### config.mk
export PLATFORM = sky130hd
export DESIGN_NAME = id_hazard_fwd_unit
export DESIGN_NICKNAME = d
export VERILOG_FILES = /design/src/rtl/id_hazard_fwd_unit.sv
export SDC_FILE = /design/constraint.sdc
export NUM_CORES = 1
export LEC_CHECK = 0
export CORE_ASPECT_RATIO = 0.7
export CORE_UTILIZATION = 23
export DETAILED_ROUTE_END_ITERATION = 16
export PLACE_DENSITY = 0.65
export SLEW_MARGIN = 20
export SYNTH_ARGS = -nofsm -noshare
export SYNTH_HDL_FRONTEND = slang
export SYNTH_SLANG_ARGS = --single-unit
### constraint.sdc
create_clock -name clk -period 1.8 [get_ports clk]
set_input_delay 0.36 -clock clk [delete_from_list [all_inputs] [get_ports clk]]
set_output_delay 0.36 -clock clk [all_outputs]
set_load 0.02 [all_outputs]
### src/rtl/id_hazard_fwd_unit.sv
// ID-stage hazard detection and forwarding select unit with a multi-cycle stall FSM.
// Optional stall-cycle counter output when ID_HAZARD_STALL_CNT_EN is defined.
module id_hazard_fwd_unit #(
   parameter int NUM_SRC   = 2,
   parameter int ADDR_W    = 5,
   parameter int MAX_STALL = 2
) (
   input  logic                      clk,
   input  logic                      rst_n,
   input  logic                      id_valid,
   input  logic                      id_is_branch,
   input  logic                      id_flush,
   input  logic [NUM_SRC*ADDR_W-1:0] id_src_addr,
   input  logic [NUM_SRC-1:0]        id_src_used,
   input  logic [ADDR_W-1:0]         ex_rd,
   input  logic                      ex_reg_write,
   input  logic                      ex_mem_read,
   input  logic [ADDR_W-1:0]         ex_m_rd,
   input  logic                      ex_m_reg_write,
   input  logic                      ex_m_mem_read,
   input  logic [ADDR_W-1:0]         m_rd,
   input  logic                      m_reg_write,
   output logic [2*NUM_SRC-1:0]      forward_sel,
   output logic                      stall
`ifdef ID_HAZARD_STALL_CNT_EN
   ,
   output logic [15:0]               stall_cnt
`endif
);

   localparam int CNT_W = $clog2(MAX_STALL + 1);
   localparam int NW    = (CNT_W > 2) ? CNT_W : 2;

   typedef enum logic {
      IDLE  = 1'b0,
      STALL = 1'b1
   } state_t;

   state_t             state_q, state_d;
   logic [CNT_W-1:0]   rem_q, rem_d;
   logic [NUM_SRC-1:0] hit_ex, hit_exm, hit_wb;
   logic               need2, need1;
   logic [NW-1:0]      n_req, n_clip;

   always_comb begin
      hit_ex  = '0;
      hit_exm = '0;
      hit_wb  = '0;
      for (int k = 0; k < NUM_SRC; k++) begin
         hit_ex[k]  = id_src_used[k] && ex_reg_write && (ex_rd != '0)
                      && (id_src_addr[k*ADDR_W +: ADDR_W] == ex_rd);
         hit_exm[k] = id_src_used[k] && ex_m_reg_write && (ex_m_rd != '0)
                      && (id_src_addr[k*ADDR_W +: ADDR_W] == ex_m_rd);
         hit_wb[k]  = id_src_used[k] && m_reg_write && (m_rd != '0)
                      && (id_src_addr[k*ADDR_W +: ADDR_W] == m_rd);
      end
   end

   always_comb begin
      forward_sel = '0;
      for (int k = 0; k < NUM_SRC; k++) begin
         if (hit_exm[k])
            forward_sel[2*k +: 2] = 2'b01;
         else if (hit_wb[k])
            forward_sel[2*k +: 2] = 2'b10;
      end
   end

   // Max required stall over all ports collapses to two any-port flags.
   always_comb begin
      need2 = id_valid && id_is_branch && (|hit_ex) && ex_mem_read;
      need1 = id_valid && (id_is_branch
              ? ((|hit_ex) || ((|hit_exm) && ex_m_mem_read))
              : ((|hit_ex) && ex_mem_read));
      n_req = need2 ? NW'(2) : (need1 ? NW'(1) : '0);
      n_clip = (n_req > NW'(MAX_STALL)) ? NW'(MAX_STALL) : n_req;
   end

   always_ff @(posedge clk or negedge rst_n) begin
      if (!rst_n) begin
         state_q <= IDLE;
         rem_q   <= '0;
      end else begin
         state_q <= state_d;
         rem_q   <= rem_d;
      end
   end

   always_comb begin
      state_d = state_q;
      rem_d   = rem_q;
      if (id_flush) begin
         state_d = IDLE;
         rem_d   = '0;
      end else begin
         unique case (state_q)
            IDLE: begin
               if (n_clip >= NW'(2)) begin
                  state_d = STALL;
                  rem_d   = CNT_W'(n_clip - NW'(1));
               end
            end
            STALL: begin
               rem_d = rem_q - CNT_W'(1);
               if (rem_q == CNT_W'(1))
                  state_d = IDLE;
            end
         endcase
      end
   end

   always_comb begin
      stall = 1'b0;
      unique case (1'b1)
         id_flush:                      stall = 1'b0;
         !id_flush && state_q == STALL: stall = 1'b1;
         default:                       stall = (n_clip != '0);
      endcase
   end

`ifdef ID_HAZARD_STALL_CNT_EN
   always_ff @(posedge clk or negedge rst_n) begin
      if (!rst_n)
         stall_cnt <= '0;
      else if (stall && stall_cnt != 16'hFFFF)
         stall_cnt <= stall_cnt + 16'd1;
   end
`endif

endmodule

# Word level (Yosys, flattened, before mapping)
# Cells that the tools add are included.
# word_totals
inputBits	37
output_inout_bits	5
wordCells	64
reg_bits	3
# op_classes
n_mux	16
n_eq_ne	8
n_reduce_logical	33
n_lt_le_gt_ge	2
bitwise_logic	1
n_addsub	2
# op_table
operator	n
$eq A5 B5 Y1	6
$logic_and A1 B1 Y1	25
$mux W2	8
$reduce_bool A5 Y1	3
$mux W1	5
$pmux W1 S2	2
$pmux W2 S2	1
$reduce_or A2 Y1	2
$sub A2 B1 Y2 const B	2
$ne A3 B3 Y1 const B	1
$eq A2 B1 Y1 const B	1
$ge A2 B2 Y1 const B	1
$gt A2 B2 Y1 const B	1
$reduce_bool A2 Y1	1
$logic_not A1 Y1	1
$logic_or A1 B1 Y1	1
$not A1 Y1	1

# Logic depth before layout (Yosys ltp)
# depth
depth_word	16
ltp_mapped	5

# Worst setup path after synthesis
# OpenSTA, ideal clock, no wires.
# synth_path
path_type	input port to output port
from	in ex_m_rd[0]
to	out forward_sel[1]
t_arrival_ps	1555
setup_slack_ps	-115
required_time_ps	1440
stages	4
path_cell_list	or4_1 -> o21ai_2 -> nor2_1 -> nor3_2
# synth_between
elab_chain_len	4
word_cells_on_any_way	5
classes_between	eq/ne (1); mux (1); reduce/logical (3)
# synth_rtl
item	line_no	rtl
start: declaration	18	input logic [ADDR_W-1:0] ex_m_rd,
$reduce_bool A5 Y1	52	hit_exm[k] = id_src_used[k] && ex_m_reg_write && (ex_m_rd != '0)
$logic_and A1 B1 Y1	52	
$logic_and A1 B1 Y1 (*)	53	&& (id_src_addr[k*ADDR_W +: ADDR_W] == ex_m_rd);
$mux W2 (*)	62	if (hit_exm[k])
end: declaration	23	output logic [2*NUM_SRC-1:0] forward_sel,
# Every way passes the cells marked *; elsewhere a longest branch is shown, timed or not.

# Worst setup path in the final report
# layout_path
from	in ex_m_rd[0]
to	out stall
# layout_between
elab_chain_len	14
word_cells_on_any_way	18
classes_between	order compare (1); eq/ne (2); mux (5); reduce/logical (10)
# layout_rtl
item	line_no	rtl
$reduce_bool A5 Y1	52	
$logic_and A1 B1 Y1	52	
$logic_and A1 B1 Y1	53	
$reduce_or A2 Y1 (*)	73	? ((|hit_ex) || ((|hit_exm) && ex_m_mem_read))
$logic_and A1 B1 Y1 (*)	73	
$logic_or A1 B1 Y1 (*)	73	
$mux W1 (*)	73	
$logic_and A1 B1 Y1 (*)	72	need1 = id_valid && (id_is_branch
$mux W1 (*)	75	n_req = need2 ? NW'(2) : (need1 ? NW'(1) : '0);
$mux W2 (*)	75	
$gt A2 B2 Y1	76	n_clip = (n_req > NW'(MAX_STALL)) ? NW'(MAX_STALL) : n_req;
$mux W2 (*)	76	
$reduce_bool A2 Y1 (*)	117	default: stall = (n_clip != '0);
$pmux W1 S2 (*)	114	unique case (1'b1)
end: declaration	24	output logic stall
# Marked as above.

==> flow_summary.json <==
{
  "grt-ovfl-total": 0,
  "ioPinCount": 42,
  "register_to_register_setup_slack_ns": 0.76,
  "count_of_standard_cell_rows": 15,
  "share_of_final_layout_standard_cells_stronger_than_drive_strength_1_pct": 50.0,
  "worst_setup_hold_path_clk_slew_ns": 0.03,
  "synth.largest_area_cell": "xor2_1",
  "routed-wl-met2_mm": 1.13,
  "routed.top_layer": "met3",
  "crit_required_ns": 1.44,
  "die-height_um": 44.8,
  "timing_worst_slew_pin_value_ns": 0.244,
  "cts.sink_count": 3,
  "hpwl_mm": 1.83,
  "fmax_ghz": 0.502,
  "wire_per_inst_um": 12.9,
  "setup_violations": 3,
  "final_number_of_hold_violating_endpoints": 0,
  "synthMostInstantiatedCell": "xor2_1",
  "tritoncts.num_buffers": 3,
  "dp_cells": 174,
  "rsz0062_at_grt": "yes",
  "clk-insertion-delay-late_ns": 0.22,
  "die_area_um2": 2830,
  "count_of_tritonroute_iterations_in_the_first_routing_pass": 10,
  "critPathMaxFanout": 3,
  "replace_congestion": 0.827,
  "total_power_uw": 515,
  "post_synth_num_cell_types": 25,
  "critical_path_arrival_ns": 1.63,
  "place_worst_setup_slack_ns": -1.09,
  "layout.nets": 187,
  "post-route-worst-setup-slack_ns": -0.192,
  "layout.cells.non_filler": 182,
  "synth_enable_flop_cells": 0,
  "die_w_um": 63.2,
  "drv_slew": 0,
  "cts.root.buffer_cell": "clkbuf_8",
  "time_the_final_worst_path_needs_with_i_o_delays_and_setup_ns": 1.99,
  "status": "finished with violations",
  "layout_worst_path_cycle_share_pct": 111,
  "r2r-end": "rem_q[0]",
  "vdd_drop_max_mv": 0.201,
  "power.static_leakage_nw": 0.640,
  "violations_in_the_final_reports": "design-rule violations, negative setup slack",
  "cpMaxStageDelayCell": "or4_4",
  "drt_first_iter_violations": 27,
  "area_of_the_placeable_core_um2": 2480,
  "timing.critical_path.from_type": "primary input",
  "cts_tree": "yes",
  "dr_total_vias": 818,
  "synth-seq-area-share_pct": 12.4,
  "grt_usage_pct": 16.5,
  "synthesis.instances": 75,
  "reg2regPathDepth": 3,
  "grt_antenna_before_repair": 0,
  "yosys_register_bits": 3,
  "filler_cell_count": 228,
  "placement.io_buffers": 41,
  "endpoint_kind": "output port",
  "most_frequently_used_flop_master_after_synthesis": "dfrtp_1",
  "synth.cell_area_um2": 603,
  "floorplan.initialDensity_pct": 24.3,
  "met3_wirelength_um": 110,
  "wl_mm": 2.35,
  "r2r_start": "state_q",
  "crit_type": "primary input to output port",
  "grt_max_degree": 4,
  "postSynth.asyncResetShare_pct": 100,
  "final_antenna_net_count": 0,
  "synthesis.area_per_instance_um2": 8.04,
  "pwr_density_cell_nw_per_um2": 371,
  "warnings_from_yosys": 0,
  "synth_area_leaders": "xor2_1 (35%), dfrtp_1 (12%), xnor2_1 (8.7%)",
  "mappedNetlistNets": 113,
  "grt_first_pass_wirelength_mm": 3.66,
  "via_count_of_the_first_global_routing_pass": 850,
  "hp_class": "primary input to asynchronous set/reset pin",
  "slew_headroom_pct": 83.6,
  "route.detailed.vias_per_inst": 4.49,
  "diodes": 0,
  "crit_chain": "buf_8 -> or4_4 -> o21ai_4 -> a211o_1 -> o211ai_1 -> buf_4",
  "post-route-drc-count": 1,
  "synth_largest_type_area_fraction_pct": 34.9,
  "cts.path.max_buffers": 2,
  "maxCapViolations": 0,
  "syn_to_final_growth_pct": 130,
  "fin_skew_ns": 0.000171,
  "critPathMaxStageDelay_ns": 0.54,
  "wl_met1_mm": 1.11,
  "cts_hold_buf": 0,
  "cts_max_level": 1,
  "ys_top_cells_by_count": "xor2_1 (24), nor4_1 (6), xnor2_1 (6)"
}
## per-layer routing
layer | track usage (%) | vias up
li1 | - | 420
met1 | 22.2 | 375
met2 | 30.1 | 23
met3 | 1.26 | 0
met4 | 2.73 | 0
met5 | 0 | -
## critical path, delay by kind of cell
family	cells	cell delay [ns]
AND/OR/NAND/NOR	1	0.54
AO/OA/AOI/OAI	3	0.46
buffers and inverters	2	0.27
## report_power, final
part	switching, mW	internal, mW	total [mW]
Sequential	0.000221	0.0682	0.0684
Combinational	0.0974	0.145	0.243
Clock	0.0524	0.152	0.204
Total	0.150	0.365	0.515
## worst max-delay path by stage
stage          slack (ns)     to  cells past startpoint           start
2_1_floorplan     -0.0003  stall                      5        ex_rd[2]
6_report            -0.19  stall                      6      ex_m_rd[0]
3_5_place_dp        -1.09  stall                      7  id_src_addr[8]
4_1_cts             -0.20  stall                      7  id_src_addr[6]
3_3_place_gp        -1.05  stall                      7  id_src_addr[4]
5_1_grt             -0.24  stall                      6      ex_m_rd[0]
## state kept, by name, summed over array words and instances (netlist names)
| register | count |
|---|---|
| rem_q | 2 |
| state_q | 1 |
## cells by family after synthesis
group           synth area share, %
fa+ha+maj                      2.07
compound gates                 13.3
buf+inv                        1.25
simple gates                   27.4
flops                          12.4
xor+xnor                       43.6
## layout make-up
class                   instances  area (µm²)  area share [%]
clock buffers                   4        45.0            3.25
well taps                      34        42.5            3.07
flip-flops and latches          3        75.1            5.41
repair buffers                 69         618            44.5
multi-input cells              70         599            43.2
inverters                       2        7.51           0.541
## what timing repair did
| item | in CTS | in global routing |
|---|---|---|
| buffers inserted | 2 | 2 |
| setup endpoints to repair | 6 | 5 |
| pin swaps | 21 | 23 |
| resized for setup | 124 | 43 |
## per-stage QoR
| stage | instance area, µm² | utilization [%] | hold slack, ns | setup TNS (ns) |
|---|---|---|---|---|
| after floorplan | 623 | - | 0.0644 | -0.000272 |
| after global placement | 1260 | 50.7 | 0.514 | -5.54 |
| after detailed placement | 1260 | 50.7 | 0.530 | -5.63 |
| after CTS | 1270 | 51.4 | 0.337 | -0.609 |
| after global routing | 1390 | 56.0 | 0.337 | -0.641 |
| final | 1390 | 56.0 | 0.337 | -0.434 |
## cells in the final DEF, fill, tap and decap left out, drive strengths merged
| master | instances |
|---|---|
| nor3 | 2 |
| a32oi | 1 |
| nand3 | 5 |
| xnor2 | 6 |
| dlymetal6s2s | 3 |
| o22ai | 2 |
| and2 | 1 |
| dfrtp | 3 |
| o21a | 1 |
| o21ai | 4 |
| clkdlybuf4s50 | 8 |
| or4 | 3 |
| a211o | 1 |
| ha | 1 |
| clkdlybuf4s15 | 2 |
| nor2b | 1 |
| inv | 2 |
| clkbuf | 7 |
| nor2 | 5 |
| a21oi | 1 |
| nand4 | 2 |
| buf | 53 |
| xor2 | 24 |
| nor4 | 6 |
| nand2 | 1 |
| o211ai | 1 |
| nand2b | 2 |
No activity file was read; power rests on OpenSTA's default activity.
